--- src/rtl/lap_stopwatch_pkg.sv ---
// Shared constants, run-state encoding and width helpers for the lap stopwatch.
package lap_stopwatch_pkg;

    localparam logic VIEW_SSCC = 1'b0;
    localparam logic VIEW_MMSS = 1'b1;

    typedef enum logic [1:0] {
        ST_PAUSED   = 2'd0,
        ST_RUNNING  = 2'd1,
        ST_OVERFLOW = 2'd2
    } run_state_t;

    function automatic int rec_w(input int field_w);
        return 3 * field_w;
    endfunction

    function automatic int ptr_w(input int depth);
        return (depth > 1) ? $clog2(depth) : 1;
    endfunction

    function automatic int cnt_w(input int depth);
        return ptr_w(depth) + 1;
    endfunction

endpackage

--- src/rtl/lap_ring_buffer.sv ---
// Circular lap store: wrapping write pointer that overwrites the oldest entry,
// saturating valid count, combinational read addressed by age (0 = newest).
module lap_ring_buffer
    import lap_stopwatch_pkg::*;
#(
    parameter int DEPTH = 8,
    parameter int WIDTH = 21
) (
    input  logic                       clock,
    input  logic                       reset,
    input  logic                       clear,
    input  logic                       wr_en,
    input  logic [WIDTH-1:0]           wr_data,
    input  logic [ptr_w(DEPTH)-1:0]    rd_age,
    output logic [WIDTH-1:0]           rd_data,
    output logic [cnt_w(DEPTH)-1:0]    count
);

    localparam int PW = ptr_w(DEPTH);
    localparam int CW = cnt_w(DEPTH);

    logic [WIDTH-1:0] mem [DEPTH];
    logic [PW-1:0]    wp;

    always_ff @(posedge clock or posedge reset) begin
        if (reset) begin
            wp    <= '0;
            count <= '0;
        end else if (clear) begin
            wp    <= '0;
            count <= '0;
        end else if (wr_en) begin
            wp <= wp + PW'(1);
            if (count != CW'(DEPTH)) begin
                count <= count + CW'(1);
            end
        end
    end

    // Storage is never read before being written, so it carries no reset.
    always_ff @(posedge clock) begin
        if (wr_en) begin
            mem[wp] <= wr_data;
        end
    end

    // DEPTH is a power of two, so pointer arithmetic wraps naturally.
    assign rd_data = mem[wp - PW'(1) - rd_age];

endmodule

--- src/rtl/lap_stopwatch.sv ---
// MM:SS:CC stopwatch with lap capture, lap recall and registered two-field display.
//   state       | meaning
//   ST_PAUSED   | time held, clear accepted, run starts counting
//   ST_RUNNING  | prescaler and time cascade advance, laps accepted
//   ST_OVERFLOW | time saturated at max; only clear leaves
module lap_stopwatch
    import lap_stopwatch_pkg::*;
#(
    parameter int TICK_DIV  = 5000,
    parameter int CS_LIMIT  = 100,
    parameter int SEC_LIMIT = 60,
    parameter int MIN_LIMIT = 60,
    parameter int FIELD_W   = 7,
    parameter int LAP_DEPTH = 8
) (
    input  logic                            clock,
    input  logic                            reset,
    input  logic                            btn_run,
    input  logic                            btn_lap,
    input  logic                            btn_view,
    input  logic                            btn_recall,
    input  logic                            btn_clear,
    output logic [FIELD_W-1:0]              disp_hi,
    output logic [FIELD_W-1:0]              disp_lo,
    output logic                            disp_dot,
    output logic                            running,
    output logic                            overflow,
    output logic                            recall_active,
    output logic [ptr_w(LAP_DEPTH)-1:0]     recall_idx,
    output logic [cnt_w(LAP_DEPTH)-1:0]     lap_count
);

    localparam int RW = rec_w(FIELD_W);
    localparam int CW = cnt_w(LAP_DEPTH);
    localparam int TW = (TICK_DIV > 1) ? $clog2(TICK_DIV) : 1;
    localparam logic [TW-1:0]      TICK_TC = TW'(TICK_DIV - 1);
    localparam logic [FIELD_W-1:0] CS_TC   = FIELD_W'(CS_LIMIT - 1);
    localparam logic [FIELD_W-1:0] SEC_TC  = FIELD_W'(SEC_LIMIT - 1);
    localparam logic [FIELD_W-1:0] MIN_TC  = FIELD_W'(MIN_LIMIT - 1);

    run_state_t state_q, state_d;

    logic [TW-1:0]      presc_q;
    logic [FIELD_W-1:0] cs_q, sec_q, min_q;
    logic               view_q, auto_sw_q;
    logic               clear_ok, tick, at_max, lap_wr;
    logic [RW-1:0]      lap_rec, src_rec;
    logic [FIELD_W-1:0] src_min, src_sec, src_cs;

    assign clear_ok = btn_clear && (state_q != ST_RUNNING);
    assign tick     = (state_q == ST_RUNNING) && (presc_q == TICK_TC);
    assign at_max   = (min_q == MIN_TC) && (sec_q == SEC_TC) && (cs_q == CS_TC);
    assign lap_wr   = btn_lap && (state_q == ST_RUNNING);

    always_ff @(posedge clock or posedge reset) begin
        if (reset) begin
            state_q <= ST_PAUSED;
        end else begin
            state_q <= state_d;
        end
    end

    always_comb begin
        state_d = state_q;
        case (state_q)
            ST_PAUSED: begin
                if (!clear_ok && btn_run) begin
                    state_d = ST_RUNNING;
                end
            end
            ST_RUNNING: begin
                if (tick && at_max) begin
                    state_d = ST_OVERFLOW;
                end else if (btn_run) begin
                    state_d = ST_PAUSED;
                end
            end
            ST_OVERFLOW: begin
                if (clear_ok) begin
                    state_d = ST_PAUSED;
                end
            end
            default: state_d = ST_PAUSED;
        endcase
    end

    always_comb begin
        running  = (state_q == ST_RUNNING);
        overflow = (state_q == ST_OVERFLOW);
    end

    // A tick at the maximum leaves the time untouched; the FSM saturates instead.
    always_ff @(posedge clock or posedge reset) begin
        if (reset) begin
            presc_q <= '0;
            cs_q    <= '0;
            sec_q   <= '0;
            min_q   <= '0;
        end else if (clear_ok) begin
            presc_q <= '0;
            cs_q    <= '0;
            sec_q   <= '0;
            min_q   <= '0;
        end else if (state_q == ST_RUNNING) begin
            if (presc_q == TICK_TC) begin
                presc_q <= '0;
                if (!at_max) begin
                    if (cs_q == CS_TC) begin
                        cs_q <= '0;
                        if (sec_q == SEC_TC) begin
                            sec_q <= '0;
                            min_q <= min_q + FIELD_W'(1);
                        end else begin
                            sec_q <= sec_q + FIELD_W'(1);
                        end
                    end else begin
                        cs_q <= cs_q + FIELD_W'(1);
                    end
                end
            end else begin
                presc_q <= presc_q + TW'(1);
            end
        end
    end

    lap_ring_buffer #(
        .DEPTH (LAP_DEPTH),
        .WIDTH (RW)
    ) u_laps (
        .clock   (clock),
        .reset   (reset),
        .clear   (clear_ok),
        .wr_en   (lap_wr),
        .wr_data ({min_q, sec_q, cs_q}),
        .rd_age  (recall_idx),
        .rd_data (lap_rec),
        .count   (lap_count)
    );

    // Auto-switch to MM:SS fires once per clear/reset and overrides a same-cycle view press.
    always_ff @(posedge clock or posedge reset) begin
        if (reset) begin
            recall_active <= 1'b0;
            recall_idx    <= '0;
            view_q        <= VIEW_SSCC;
            auto_sw_q     <= 1'b0;
        end else if (clear_ok) begin
            recall_active <= 1'b0;
            recall_idx    <= '0;
            view_q        <= VIEW_SSCC;
            auto_sw_q     <= 1'b0;
        end else begin
            if (btn_recall && (lap_count != '0)) begin
                if (!recall_active) begin
                    recall_active <= 1'b1;
                    recall_idx    <= '0;
                end else if ({1'b0, recall_idx} == lap_count - CW'(1)) begin
                    recall_active <= 1'b0;
                    recall_idx    <= '0;
                end else begin
                    recall_idx <= recall_idx + 1'b1;
                end
            end
            if (!auto_sw_q && (min_q != '0)) begin
                auto_sw_q <= 1'b1;
                view_q    <= VIEW_MMSS;
            end else if (btn_view) begin
                view_q <= ~view_q;
            end
        end
    end

    assign src_rec = recall_active ? lap_rec : {min_q, sec_q, cs_q};
    assign src_min = src_rec[3*FIELD_W-1:2*FIELD_W];
    assign src_sec = src_rec[2*FIELD_W-1:FIELD_W];
    assign src_cs  = src_rec[FIELD_W-1:0];

    always_ff @(posedge clock or posedge reset) begin
        if (reset) begin
            disp_hi  <= '0;
            disp_lo  <= '0;
            disp_dot <= 1'b0;
        end else begin
            disp_hi  <= (view_q == VIEW_MMSS) ? src_min : src_sec;
            disp_lo  <= (view_q == VIEW_MMSS) ? src_sec : src_cs;
            disp_dot <= (src_min != '0);
        end
    end

endmodule

--- config.mk ---
export PLATFORM = sky130hd
export DESIGN_NAME = lap_stopwatch
export DESIGN_NICKNAME = d
export VERILOG_FILES = /design/src/rtl/lap_stopwatch_pkg.sv /design/src/rtl/lap_ring_buffer.sv /design/src/rtl/lap_stopwatch.sv
export SDC_FILE = /design/constraint.sdc
export NUM_CORES = 1
export LEC_CHECK = 0
export ABC_AREA = 1
export BUFFER_PORTS_ARGS = -buffer_cell sky130_fd_sc_hd__buf_2
export CAP_MARGIN = 20
export CELL_PAD_IN_SITES_DETAIL_PLACEMENT = 1
export CELL_PAD_IN_SITES_GLOBAL_PLACEMENT = 1
export CORE_UTILIZATION = 49
export DETAILED_ROUTE_END_ITERATION = 7
export GPL_TIMING_DRIVEN = 0
export PLACE_DENSITY_LB_ADDON = 0.08
export SETUP_SLACK_MARGIN = 0.02
export SYNTH_ARGS = -nofsm -noshare
export SYNTH_HDL_FRONTEND = slang
export SYNTH_SLANG_ARGS = --single-unit
--- constraint.sdc ---
create_clock -name clock -period 2.9 [get_ports clock]
set_input_delay 0.435 -clock clock [delete_from_list [all_inputs] [get_ports clock]]
set_output_delay 0.435 -clock clock [all_outputs]
set_load 0.02 [all_outputs]
==> results of run 1 <==
-- cells by family after synthesis --
logic type | synth area share, %
AOI/OAI and AO/OA | 6.28
xor gates and xnor gates | 1.50
adders and majority gates | 1.50
buffers and inverters | 5.40
DFF | 63.0
muxes | 0.190
and+or+nand+nor | 22.1
-- routing by layer --
metal  up-vias  GRT usage [%]
met2       210           50.1
met1      4004           37.7
met5         -              0
met3        63           3.34
met4         0           9.64
li1       3693              -
-- flip-flops by register name (all words and copies together) (netlist names) --
name,cells
u_laps.wp,3
auto_sw_q,1
recall_active,1
u_laps.mem,168
disp_lo,7
view_q,1
disp_hi,7
presc_q,13
state_q,2
cs_q,7
sec_q,7
u_laps.count,4
recall_idx,3
min_q,7
disp_dot,1
-- path summary, 6_finish.rpt --
check	slack, ns	to
max	0.18	disp_lo[1]
min	0.11	state_q[1]
max reg2reg	0.18	disp_lo[1]
min reg2reg	0.53	presc_q[9]
max in group asynchronous	2.17	disp_hi[2]
min in group clock	0.13	state_q[0]
-- layout make-up --
type	instances	area share, %
Tap cell	275	2.86
Buffer	42	1.74
Multi-Input combinational cell	687	28.3
Clock inverter	12	1.58
Sequential cell	232	55.2
Inverter	99	3.11
Clock buffer	33	5.62
Timing Repair Buffer	33	1.58
-- Yosys cell counts, types with 3 or more instances --
cell type,number
a21oi_1,19
a31oi_1,3
buf_1,5
buf_2,17
clkbuf_1,17
dfrtp_1,64
edfxtp_1,168
ha_1,11
inv_1,89
inv_2,10
nand2_1,300
nand2_2,4
nand2_4,3
nand3_1,92
nand4_1,17
nor2_1,91
nor2_2,3
nor2_8,3
nor3_1,9
nor3b_1,4
o21ai_0,43
o21ai_1,34
o21ai_2,7
o22ai_1,6
xnor2_1,7
xor2_1,11
-- critical path: cells and delay by family (launching register included) --
kind | cells | cell delay (ns)
fa+ha+maj | 2 | 0.71
compound gates | 2 | 0.32
flops | 1 | 0.40
buf+inv | 4 | 0.59
simple gates | 5 | 0.61
-- what timing repair did --
action / 4_1_cts / 5_1_grt
buffers inserted: 0 / 1
endpoints found under the setup margin: 15 / 15
gates resized for setup: 7 / 8
pin swaps: 0 / 0
-- power groups by stage --
stage               clock, mW  sequential [mW]  combinational, mW
finish                   3.42             4.22               3.37
global route             3.56             4.25               3.70
CTS                      3.45             4.21               3.33
detailed placement          0             4.28               3.26
global placement            0             4.25               3.13
floorplan                   0             4.28               2.01
-- through the flow --
stage / area (um2) / total power, mW / std cells / hold slack, ns
floorplan: 10500 / 6.29 / 1060 / 0.485
global placement: 11000 / 7.38 / 1366 / 0.501
detailed placement: 11100 / 7.54 / 1367 / 0.519
CTS: 12000 / 11.0 / 1412 / 0.120
global route: 12000 / 11.5 / 1413 / 0.128
finish: 12000 / 11.0 / 1413 / 0.110
==> results.yml, run 1 <==
status:
  status: "finished clean"
final_layout:
  nets: 1139
  multi_input_area_mm2: 0.00340
  post-route-util_pct: 57.1
  seq_area_mm2: 0.00665
  drive_gt1_share_pct: 12.8
  final_common_cell: "nand2_1"
  fillCellCount: 2370
  n_antenna_cell: 0
  layout_common_cells: "nand2_1 (300), edfxtp_1 (168), nand3_1 (92), inv_1 (88), nor2_1 (83)"
  area_growth_pct: 14.1
job:
  max_cap_viol_count: 0
pwr:
  seqPwrFrac_pct: 38.3
  p_int_mw: 6.95
  p_leak_nw: 4.99
  combPwrFrac_pct: 30.6
  pwr_density_cell_mw_per_mm2: 916
  vdd_drop_max_uv: 493
  p_sw_share_pct: 36.9
  pwr-share-clk_pct: 31.1
  p_switching_mw: 4.07
timing:
  slew_headroom_pct: 36.3
  rsz0062_at_grt: "false"
  finalSetupViolCount: 0
  clock.fmax_ghz: 0.367
  tightest_slew_ns: 0.953
  min_period_ns: 2.72
  min_period_over_period_pct: 93.9
  setup_slack_ns: 0.177
  slew_violations: 0
  fin_tns_setup_ns: 0
  fin_skew_ns: 0.0155
  hold_viol: 0
grt:
  grt_pass1_wl_mm: 47.6
  grt_max_degree: 65
  antenna_found_initial: 0
  grt_overflow: 0
  grt_pass1_vias: 8379
  track_usage_pct: 28.9
synth:
  synth-seq-cells: 232
  syn_area_mm2: 0.0105
  syn-num-nets: 1079
  synth_area_leaders: "edfxtp_1 (48%), dfrtp_1 (15%), nand2_1 (11%), nand3_1 (4.4%), nor2_1 (3.2%)"
  yosysTopAreaCellShare_pct: 47.8
  ys_warn_count: 0
  ys.flop_type: "edfxtp_1"
  synth_edf_count: 168
  syn_inst: 1060
  yosysTopAreaCell: "edfxtp_1"
  async_flop_share_pct: 27.6
  syn-mean-instance-area_um2: 9.95
  ys_seq_area_share_pct: 63.0
  synth_cell_types: 42
route:
  wirelength_met1_mm: 13.1
  drc: 0
  viasPerCell: 5.64
  dr.pass1.iters: 7
  initialDrtViolationCount: 566
  wl_met2_mm: 15.4
  ant_nets: 0
  wl_per_cell_um: 21.9
  wl_met3_mm: 1.48
  dr_total_vias: 7970
  routed.top_layer: "met4"
  routed_wl_mm: 30.9
floorplan:
  die_y_um: 149
  coreArea_mm2: 0.0211
  io_pins: 32
  start_util_pct: 50.0
  dieArea_mm2: 0.0221
  num_rows: 53
  die_w_um: 149
critical_path:
  crit_arrival_ns: 3.17
  critical_path_class: "reg -> reg"
  start_kind: "flop"
  crit_path_top_delay_cell: "fa_1"
  path_common_cell: "nand2_1"
  r2r.worst_path.cells: 13
  endpoint_kind: "flop"
  crit_path_start: "recall_idx[0]"
  timing.rr.start: "recall_idx[0]"
  path_max_fanout: 10
  cp.required_ns: 3.35
  critPathMaxStageDelay_ns: 0.49
  cp_cell_sequence: "inv_1 > ha_1 > fa_1 > buf_4 > inv_2 > buf_2 > nor2_1 > o21ai_0 > nand3_1 > nand2_1 > o21ai_2 > nand2_1 > nand2_1"
place:
  dp_hpwl_mm: 19.6
  portBuffers: 31
  pre_cts_ws_ns: -0.0902
  gp_congestion: 0.820
cts:
  cts_sinks: 232
  path_clk_slew_ns: 0.06
  cts_made_buffers: 25
  htree_levels: 1
  cts-root-buf: "clkbuf_16"
  clk_latency_ns: 0.52
  cts_tree: "built"
  postCtsHoldBufs: 0
  clockBufferDepth: 3
hold_path:
  hold_class: "in -> async"
(Power assumes the default switching activity.)
==> inputs of run 2 (changes only) <==
REMOVE_ABC_BUFFERS = 1   (was default)
SYNTH_HIERARCHICAL = 1   (was default)
==> run 2 against run 1 <==
Die area rose by 7.3%; clock skew barely moved; clock power fell by 5%; sequential cell count did not move; wire length rose by 0.71%; synthesized cell count rose by 19%; total power fell by 10%; sequential share of layout area fell by 3.4 points; final area rose by 6.5%; non-clock buffer count fell by 30; critical path type unchanged; largest power group unchanged.
==> results.yml, run 2 <==
grt:
  track_usage_pct: 27.0
  grt_pass1_vias: 8930
  grt_pass1_wl_mm: 48.4
  antenna_found_initial: 0
  grt_overflow: 0
  grt_max_degree: 61
status:
  status: "finished clean"
route:
  drc: 0
  initialDrtViolationCount: 478
  routed_wl_mm: 31.1
  viasPerCell: 5.37
  ant_nets: 0
  dr_total_vias: 8565
  wl_per_cell_um: 19.5
  dr.pass1.iters: 5
cts:
  cts-root-buf: "clkbuf_16"
  clockBufferDepth: 3
  cts_made_buffers: 26
  cts_sinks: 232
  clk_latency_ns: 0.52
  cts_tree: "built"
  htree_levels: 1
  path_clk_slew_ns: 0.06
critical_path:
  path_common_cell: "nand2_1"
  crit_arrival_ns: 3.09
  cp.required_ns: 3.28
  start_kind: "flop"
  critical_path_class: "reg -> reg"
  path_max_fanout: 42
  cp_cell_sequence: "inv_1 > ha_4 > fa_2 > buf_16 > inv_6 > nand3_1 > nand2_1 > nand2_1 > nand2_1 > o21ai_1 > nand2_1 > nor2_1 > nand4_1"
  crit_path_top_delay_cell: "fa_2"
  critPathMaxStageDelay_ns: 0.62
  endpoint_kind: "flop"
timing:
  min_period_over_period_pct: 93.4
  min_period_ns: 2.71
  hold_viol: 0
  slew_headroom_pct: 28.4
  rsz0062_at_grt: "false"
  finalSetupViolCount: 0
  slew_violations: 0
  tightest_slew_ns: 1.07
  fin_skew_ns: 0.0153
  setup_slack_ns: 0.192
  clock.fmax_ghz: 0.369
floorplan:
  start_util_pct: 50.0
  io_pins: 32
  die_w_um: 154
  coreArea_mm2: 0.0226
  die_y_um: 154
  num_rows: 55
  dieArea_mm2: 0.0237
final_layout:
  largest_registers: "u_laps/mem (168), presc_q (13)"
  top_register: "u_laps/mem"
  nets: 1311
  n_antenna_cell: 0
  layout_common_cells: "nand2_1 (430), inv_1 (228), edfxtp_1 (168), nand3_1 (115), dfrtp_1 (63)"
  fin_cells: 1596
  largest_reg_flops: 168
  final_common_cell: "nand2_1"
  area_growth_pct: 13.2
  drive_gt1_share_pct: 9.61
hold_path:
  hold_class: "in -> reg"
synth:
  syn-mean-instance-area_um2: 8.97
  synth_edf_count: 168
  ys_warn_count: 6
  ys.flop_type: "edfxtp_1"
  synthTopCellsByCount: "nand2_1 (432), inv_1 (229), edfxtp_1 (168), nand3_1 (115), dfrtp_1 (64)"
  synth_most_common_cell: "nand2_1"
  async_flop_share_pct: 27.6
  synth_cell_types: 37
  ys_seq_area_share_pct: 58.7
  yosysTopAreaCell: "edfxtp_1"
  yosysTopAreaCellShare_pct: 44.5
  synth_area_leaders: "edfxtp_1 (45%), nand2_1 (14%), dfrtp_1 (14%), inv_1 (7.6%), nand3_1 (5.1%)"
  syn_inst: 1262
  syn_area_mm2: 0.0113
  synth-seq-cells: 232
pwr:
  p_total_mw: 9.87
  p_leak_nw: 6.01
  vdd_drop_max_uv: 408
  pwr_density_cell_mw_per_mm2: 770
job:
  max_cap_viol_count: 0
place:
  portBuffers: 31
  pre_cts_ws_ns: -1.04
  gp_congestion: 0.818
  dp_hpwl_mm: 18.8
  dp.cells: 1542
run 2: stage by stage:
stage | cell area, um2 | setup TNS, ns | hold WS, ns | util (%)
global route | 12800 | 0 | 0.212 | 56.6
floorplan | 11000 | -12.74 | 0.238 | -
detailed placement | 11800 | -11.21 | 0.424 | 52.3
finish | 12800 | 0 | 0.200 | 56.6
global placement | 11500 | -192.39 | 0.405 | 51.0
CTS | 12800 | 0 | 0.190 | 56.3
run 2: critical path: cells and delay by family, from the launching register on:
family / cells / cell delay (ns)
AOI/OAI and AO/OA: 1 / 0.21
adders and majority gates: 2 / 0.78
buffers and inverters: 3 / 0.47
DFF: 1 / 0.42
and+or+nand+nor: 7 / 0.64
run 2: report_power, final:
| group | switching, mW | leakage [nW] | internal, mW | total (mW) |
|---|---|---|---|---|
| sequential | 0.357 | 2.49 | 3.87 | 4.23 |
| combinational | 1.58 | 3.10 | 0.810 | 2.39 |
| clock | 1.29 | 0.426 | 1.97 | 3.25 |
run 2: final cells by class:
| class | instances | area [um2] |
|---|---|---|
| Inverter | 237 | 902 |
| Tap cell | 285 | 357 |
| Fill cell | 2621 | 9820 |
| Clock buffer | 35 | 746 |
| Multi-Input combinational cell | 749 | 3590 |
| Clock inverter | 13 | 109 |
| Sequential cell | 232 | 6650 |
| Timing Repair Buffer | 45 | 463 |
run 2: timing repair:
action	CTS	global route
endpoints found under the hold margin	7	0
hold buffers	1	0
gates cloned	0	1
setup buffers	3	0
pin swaps	2	0
resized for setup	10	8
setup endpoints to repair	15	8
run 2: final timing paths:
path / from / end / slack (ns) / depth (start not counted)
setup / recovery: recall_idx[0] / disp_dot / 0.19 / 13
hold / removal: btn_run / state_q[0] / 0.20 / 3
setup reg to reg: recall_idx[0] / disp_dot / 0.19 / 13
hold reg to reg: presc_q[10] / presc_q[10] / 0.53 / 2
max in group asynchronous: reset / recall_idx[0] / 1.68 / 3
min in group asynchronous: reset / u_laps/count[3] / 0.43 / 3
run 2: cell families after synthesis:
kind of cell	after synthesis	synth area share, %
AOI/OAI and AO/OA	59	2.96
adders and majority gates	13	1.50
xor gates and xnor gates	12	0.928
DFF	232	58.7
buffers and inverters	281	10.4
and+or+nand+nor	653	24.5
muxes	12	1.06
run 2: metal layers:
| layer | wire length [um] | global-route usage (%) | vias up |
|---|---|---|---|
| met4 | 880 | 7.86 | 0 |
| li1 | - | - | 4046 |
| met3 | 1280 | 3.49 | 55 |
| met5 | 0 | 0 | - |
| met2 | 15600 | 48.5 | 181 |
| met1 | 13400 | 34.1 | 4283 |
